### src/rtl/bitonic_frame_loader_if.sv
`default_nettype none
// ============================================================================
//  Module   : bitonic_frame_loader_if
//  Brief    : Key-stream input and packed-frame output handshake bundle for
//             the bitonic frame loader.
//  Revision : 1.0  initial release
// ============================================================================
interface bitonic_frame_loader_if #(
    parameter int NUM = 16,
    parameter int W   = 16,
    parameter int CW  = $clog2(NUM + 1)
) ();
    // Serial key stream
    logic [W-1:0]     in_data;
    logic             in_valid;
    logic             in_ready;
    logic             in_last;
    logic             in_dir;

    // Packed frame toward the sorting network
    logic [NUM*W-1:0] out_data;
    logic             out_valid;
    logic             out_ready;
    logic             out_dir;
    logic [CW-1:0]    out_count;

    // Loader side
    modport slave (
        input  in_data, in_valid, in_last, in_dir, out_ready,
        output in_ready, out_data, out_valid, out_dir, out_count
    );

    // Stream source / frame sink side
    modport master (
        output in_data, in_valid, in_last, in_dir, out_ready,
        input  in_ready, out_data, out_valid, out_dir, out_count
    );
endinterface
`default_nettype wire

### src/rtl/bitonic_frame_loader.sv
`default_nettype none
// ============================================================================
//  Module   : bitonic_frame_loader
//  Brief    : Packs a valid/ready stream of W-bit keys into NUM-key frames,
//             pads short frames with the sort-neutral value for the latched
//             direction, and presents each frame under valid/ready. A fill
//             buffer plus an output register lets the next frame load while
//             the current one waits downstream.
//  Revision : 1.0  initial release
// ============================================================================
module bitonic_frame_loader #(
    parameter int NUM = 16,
    parameter int W   = 16,
    parameter int CW  = $clog2(NUM + 1)
) (
    input  wire logic              clk,
    input  wire logic              rst,    // asynchronous, active low
    bitonic_frame_loader_if.slave  bus
);

    localparam int             PW          = $clog2(NUM);
    localparam logic [PW-1:0]  c_last_slot = PW'(NUM - 1);

    typedef enum logic [0:0] {
        S_FILL = 1'b0,
        S_FULL = 1'b1
    } state_t;

    state_t             r_state;
    state_t             w_state_nxt;

    logic [PW-1:0]      r_wr_ptr;
    logic [W-1:0]       r_fill [NUM];
    logic               r_fill_dir;
    logic [CW-1:0]      r_fill_count;

    logic [NUM*W-1:0]   r_out_data;
    logic               r_out_valid;
    logic               r_out_dir;
    logic [CW-1:0]      r_out_count;

    logic               w_fill_full;
    logic               w_accept;
    logic               w_close;
    logic               w_xfer;
    logic               w_dir_eff;
    logic [W-1:0]       w_pad;
    logic [NUM*W-1:0]   w_fill_flat;

    // Handshake qualifiers. in_ready comes only from the state register, so
    // there is no combinational path from out_ready back to in_ready.
    assign w_fill_full = (r_state == S_FULL);
    assign w_accept    = bus.in_valid && !w_fill_full;
    assign w_close     = w_accept && ((r_wr_ptr == c_last_slot) || bus.in_last);
    assign w_xfer      = w_fill_full && (!r_out_valid || bus.out_ready);

    // On the first word the direction is not yet latched, so the live in_dir
    // decides the pad value for a single-word frame.
    assign w_dir_eff   = (r_wr_ptr == '0) ? bus.in_dir : r_fill_dir;
    assign w_pad       = {W{w_dir_eff}};

    // Flatten the fill buffer so key k sits at bits [W*k+W-1 : W*k]
    for (genvar k = 0; k < NUM; k++) begin : g_pack
        assign w_fill_flat[W*k +: W] = r_fill[k];
    end

    // Fill-side state register
    always_ff @(posedge clk or negedge rst) begin
        if (!rst) r_state <= S_FILL;
        else      r_state <= w_state_nxt;
    end

    // Fill-side next state: close a frame to FULL, hand it off back to FILL
    always_comb begin
        w_state_nxt = r_state;
        case (r_state)
            S_FILL:  if (w_close) w_state_nxt = S_FULL;
            S_FULL:  if (w_xfer)  w_state_nxt = S_FILL;
            default: w_state_nxt = S_FILL;
        endcase
    end

    // Write pointer, direction latch and key count of the frame being filled
    always_ff @(posedge clk or negedge rst) begin
        if (!rst) begin
            r_wr_ptr     <= '0;
            r_fill_dir   <= 1'b0;
            r_fill_count <= '0;
        end else if (w_accept) begin
            if (r_wr_ptr == '0) r_fill_dir <= bus.in_dir;
            if (w_close) begin
                r_wr_ptr     <= '0;
                r_fill_count <= CW'(r_wr_ptr) + CW'(1);
            end else begin
                r_wr_ptr     <= r_wr_ptr + PW'(1);
            end
        end
    end

    // Fill buffer: store the key at wr_ptr; on close pad every later slot
    always_ff @(posedge clk or negedge rst) begin
        if (!rst) begin
            for (int k = 0; k < NUM; k++) r_fill[k] <= '0;
        end else begin
            for (int k = 0; k < NUM; k++) begin
                if (w_accept && (r_wr_ptr == PW'(k)))
                    r_fill[k] <= bus.in_data;
                else if (w_close && (PW'(k) > r_wr_ptr))
                    r_fill[k] <= w_pad;
            end
        end
    end

    // Output register: load a full frame when free or being consumed,
    // otherwise drop valid once the consumer takes the frame
    always_ff @(posedge clk or negedge rst) begin
        if (!rst) begin
            r_out_data  <= '0;
            r_out_valid <= 1'b0;
            r_out_dir   <= 1'b0;
            r_out_count <= '0;
        end else if (w_xfer) begin
            r_out_data  <= w_fill_flat;
            r_out_valid <= 1'b1;
            r_out_dir   <= r_fill_dir;
            r_out_count <= r_fill_count;
        end else if (r_out_valid && bus.out_ready) begin
            r_out_valid <= 1'b0;
        end
    end

    assign bus.in_ready  = !w_fill_full;
    assign bus.out_data  = r_out_data;
    assign bus.out_valid = r_out_valid;
    assign bus.out_dir   = r_out_dir;
    assign bus.out_count = r_out_count;

endmodule
`default_nettype wire

### src/flat_wrapper.sv
// flat-port wrapper written by rule: the top's interface ports become plain ports
module bitonic_frame_loader_flat 
#(
    parameter int NUM = 16,
    parameter int W   = 16,
    parameter int CW  = $clog2(NUM + 1)
)
  (clk, rst, bus_in_data, bus_in_valid, bus_in_last, bus_in_dir, bus_out_ready, bus_in_ready, bus_out_data, bus_out_valid, bus_out_dir, bus_out_count);
  bitonic_frame_loader_if #(.NUM(NUM), .W(W), .CW(CW)) bus_i ();
  input  wire logic clk;
  input  wire logic rst;
  input wire logic [$bits(bus_i.in_data)-1:0] bus_in_data;
  input wire logic [$bits(bus_i.in_valid)-1:0] bus_in_valid;
  input wire logic [$bits(bus_i.in_last)-1:0] bus_in_last;
  input wire logic [$bits(bus_i.in_dir)-1:0] bus_in_dir;
  input wire logic [$bits(bus_i.out_ready)-1:0] bus_out_ready;
  output wire logic [$bits(bus_i.in_ready)-1:0] bus_in_ready;
  output wire logic [$bits(bus_i.out_data)-1:0] bus_out_data;
  output wire logic [$bits(bus_i.out_valid)-1:0] bus_out_valid;
  output wire logic [$bits(bus_i.out_dir)-1:0] bus_out_dir;
  output wire logic [$bits(bus_i.out_count)-1:0] bus_out_count;
  assign bus_i.in_data = bus_in_data;
  assign bus_i.in_valid = bus_in_valid;
  assign bus_i.in_last = bus_in_last;
  assign bus_i.in_dir = bus_in_dir;
  assign bus_i.out_ready = bus_out_ready;
  assign bus_in_ready = bus_i.in_ready;
  assign bus_out_data = bus_i.out_data;
  assign bus_out_valid = bus_i.out_valid;
  assign bus_out_dir = bus_i.out_dir;
  assign bus_out_count = bus_i.out_count;
  bitonic_frame_loader #(.NUM(NUM), .W(W), .CW(CW)) u_core (.clk(clk), .rst(rst), .bus(bus_i));
endmodule
### config.mk
export PLATFORM = sky130hd
export DESIGN_NAME = bitonic_frame_loader_flat
export DESIGN_NICKNAME = d
export VERILOG_FILES = /design/src/rtl/bitonic_frame_loader_if.sv /design/src/rtl/bitonic_frame_loader.sv /design/src/flat_wrapper.sv
export SDC_FILE = /design/constraint.sdc
export NUM_CORES = 1
export LEC_CHECK = 0
export CAP_MARGIN = 20
export CORE_MARGIN = 2
export CORE_UTILIZATION = 55
export DETAILED_ROUTE_END_ITERATION = 10
export HOLD_SLACK_MARGIN = 0.06
export PLACE_DENSITY_LB_ADDON = 0.25
export SLEW_MARGIN = 10
export SYNTH_ARGS = -nofsm -noshare
export SYNTH_HDL_FRONTEND = slang
export SYNTH_SLANG_ARGS = --single-unit
### constraint.sdc
create_clock -name clk -period 2.8 [get_ports clk]
set_clock_uncertainty 0.15 [all_clocks]
set_input_delay 0.28 -clock clk [delete_from_list [all_inputs] [get_ports clk]]
set_output_delay 0.28 -clock clk [all_outputs]
set_load 0.01 [all_outputs]
==> run_results.csv <==
group,metric,value,unit
synth,yosys_warnings,0,
global_routing,grt-ovfl-total,0,
final_layout,utilization,70.10,%
final_layout,multi_input_area,0.006639,mm²
critical_path,path_max_fanout,16,
die,core,0.03661,mm²
sta,worst_pin_slew,908.6,ps
job,maxCapViolCount,0,
detailed_routing,wirelength,54510,µm
sta,slew_violations,0,
global_routing,antenna_found_initial,0,
die,die-area,0.03876,mm²
power,power.density,1130,mW/mm²
sta,grt_setup_unrepaired,"no",
critical_path,start_kind,"register",
clocking,cts_made_buffers,51,
sta,setup_viol,0,
final_layout,area_delta_synth_final,25.42,%
clocking,cts.path.max_buffers,3,
critical_path,cp-end-kind,"register",
clocking,cts_tree,"done",
synth,ys_ff_latch,530,
final_layout,nets,1687,
critical_path,reg2reg_depth,7,
hold_path,min_path_type,"in -> async",
synth,synth_top_cell_by_area,"dfrtp_1",
synth,syn_inst,1383,
synth,postSynthNetCount,1408,
clocking,clkTransAtPathRegs,60,ps
detailed_routing,vias,13585,
die,ios,286,
sta,fin_crit_sh,92.88,%
die,start_util,55.89,%
global_routing,grt_pass1_vias,13701,
synth,synth-edff-count,0,
sta,hold_viol,0,
critical_path,r2r_slack,200,ps
synth,seq_area_frac_synth,64.82,%
detailed_routing,avgRoutedWirePerCell,25.15,µm
final_layout,ff_latch_area,0.01326,mm²
clocking,ctsHtreeMaxLevel,2,
sta,fin_crit,2601,ps
sta,slew_headroom,39.10,%
placement,numPortBuffers,285,
placement,gp_congestion,0.8899,
global_routing,grt_use_total,28.52,%
clocking,clock-root-buffer,"clkbuf_16",
clocking,clk_latency,590,ps
run_status,status,"finished clean",
synth,syn_area_per_cell,14.80,µm²
critical_path,critPathRequiredTime,3110,ps
detailed_routing,drc,0,
die,num_rows,70,
sta,fin_tns_setup,0,ps
global_routing,grt_max_degree,70,
critical_path,arrival,2910,ps
clocking,cts.sinks,530,
clocking,post_cts_buffers,0,
final_layout,drive_gt1_share,26.31,%
power,peakVddDrop,0.7008,mV
detailed_routing,ant_nets,0,
synth,ys_types,47,
synth,ys.flop_type,"dfrtp_1",
power,p_leak,11.72,nW
synth,synthArstFlopShare,100.0,%
synth,synth_top_area_share,64.82,%
synth,synthTopCellsByCount,"dfrtp_1, mux2_2, a221o_1",
final_layout,fin_cells,2167,
placement,dp_hpwl,34420,µm
detailed_routing,via_per_inst,6.269,
synth,synth_most_common_cell,"dfrtp_1",
synth,ys_top_cells_by_area,"dfrtp_1, mux2_2, a221o_1",
sta,max_freq,384.5,MHz
placement,dpl.cell_count,2073,
die,die_h,196.9,µm
global_routing,grt_pass1_wl,84150,µm
final_layout,n_antenna_cell,0,
critical_path,r2r-start,"u_core.r_wr_ptr[1]",
synth,syn-cell-area,0.02046,mm²
final_layout,fill_cells,2552,
die,die_w,196.9,µm
critical_path,crit_type,"reg -> reg",
critical_path,regToRegEndpoint,"u_core.r_fill[238]",
detailed_routing,drt_iter0_markers,1238,
detailed_routing,drt-pass1-iter-count,5,
==> through the flow <==
step                hold slack [ps]  cell area, µm²  total power (W)  setup WS, ps
global placement              121.4           24000          0.02200         217.8
detailed placement            125.2           24000          0.02234         93.84
global route                  108.2           25660          0.03040         61.71
CTS                           106.0           25640          0.02920         108.8
floorplan                    -165.6           20460          0.01689         333.6
finish                        69.94           25660          0.02900         199.3
==> worst max path at each step <==
stage                                   from  slack, ps            endpoint  cells past startpoint
after floorplan           u_core.r_wr_ptr[0]        330   u_core.r_fill[10]                      9
final                     u_core.r_wr_ptr[1]        200  u_core.r_fill[238]                      7
after global placement    u_core.r_wr_ptr[1]        220   u_core.r_fill[81]                      5
after detailed placement  u_core.r_wr_ptr[1]         90   u_core.r_fill[88]                      5
after global routing      u_core.r_wr_ptr[1]         60  u_core.r_fill[200]                      6
after CTS                 u_core.r_wr_ptr[1]        110   u_core.r_fill[88]                      5
==> area by class of cell <==
class,instances,share of cell area (%)
Sequential cell,530,51.68
Clock inverter,20,0.7703
Tap cell,468,2.282
Clock buffer,70,5.563
Multi-Input combinational cell,721,25.87
Inverter,5,0.07313
Timing Repair Buffer,353,13.77
==> flip-flops by register name, summed over array words and instances (netlist names) <==
| signal | flops |
|---|---|
| u_core.bus.out_count | 5 |
| u_core.r_fill_dir | 1 |
| u_core.bus.out_data | 256 |
| u_core.bus.out_valid | 1 |
| u_core.r_wr_ptr | 4 |
| u_core.r_fill | 256 |
| u_core.r_fill_count | 5 |
| u_core.r_state | 1 |
| u_core.bus.out_dir | 1 |
==> kinds of logic after synthesis <==
logic type | Yosys count | synth area share [%]
AO/OA/AOI/OAI | 259 | 11.78
AND/OR/NAND/NOR | 174 | 4.598
multiplexers | 283 | 15.62
adder cells (fa/ha/maj) | 3 | 0.1835
buffers and inverters | 132 | 2.917
XOR/XNOR | 2 | 0.08562
flip-flops | 530 | 64.82
==> critical path, stage by stage (launching register included) <==
cell	delay [ps]
dfrtp_1	490
inv_1	190
ha_1	210
nor3b_4	290
mux2i_4	560
nor4b_4	70
buf_4	210
a211o_1	280
==> cell usage in the layout (no fill, tap or decap), types with 2 or more instances in the layout <==
cell and instances:
a211o_1 16, a21o_1 3, a21oi_1 4, a221o_1 176, a22o_1 3, a32oi_1 32
and2_1 6, and3_1 25, buf_12 13, buf_4 54, bufinv_16 3, clkbuf_1 11
clkbuf_16 51, clkbuf_8 8, clkdlybuf4s50_1 284, clkinv_2 10, clkinvlp_4 3, dfrtp_1 530
ha_1 3, inv_1 5, inv_6 3, mux2_2 280, nand2_1 69, nand2_2 2
nand2b_1 4, nand3_1 38, nor2_1 8, nor2b_1 4, nor3_2 2, nor3_4 5
nor4_2 2, o21ai_0 14, o21ai_1 3, or3_1 2, xnor2_1 2
==> power breakdown <==
part           total, W  internal [W]  switching, W
Combinational   0.00913       0.00567       0.00346
Sequential       0.0131        0.0109       0.00219
Clock           0.00674       0.00384       0.00290
Total            0.0290        0.0205       0.00855
==> repair_timing <==
action / CTS / global route
hold buffers: 1 / 0
setup endpoints to repair: 0 / 13
hold endpoints to repair: 530 / 0
gates resized for setup: 0 / 1
==> routing by layer <==
layer / vias to the layer above / routed length [µm] / GRT usage, %
li1: 5759 / - / -
met4: 0 / 1183 / 8.131
met3: 81 / 4260 / 5.493
met5: - / 0 / 0
met1: 7174 / 23240 / 41.92
met2: 571 / 25830 / 43.83
Note: power is estimated with default switching activity, not from simulation.
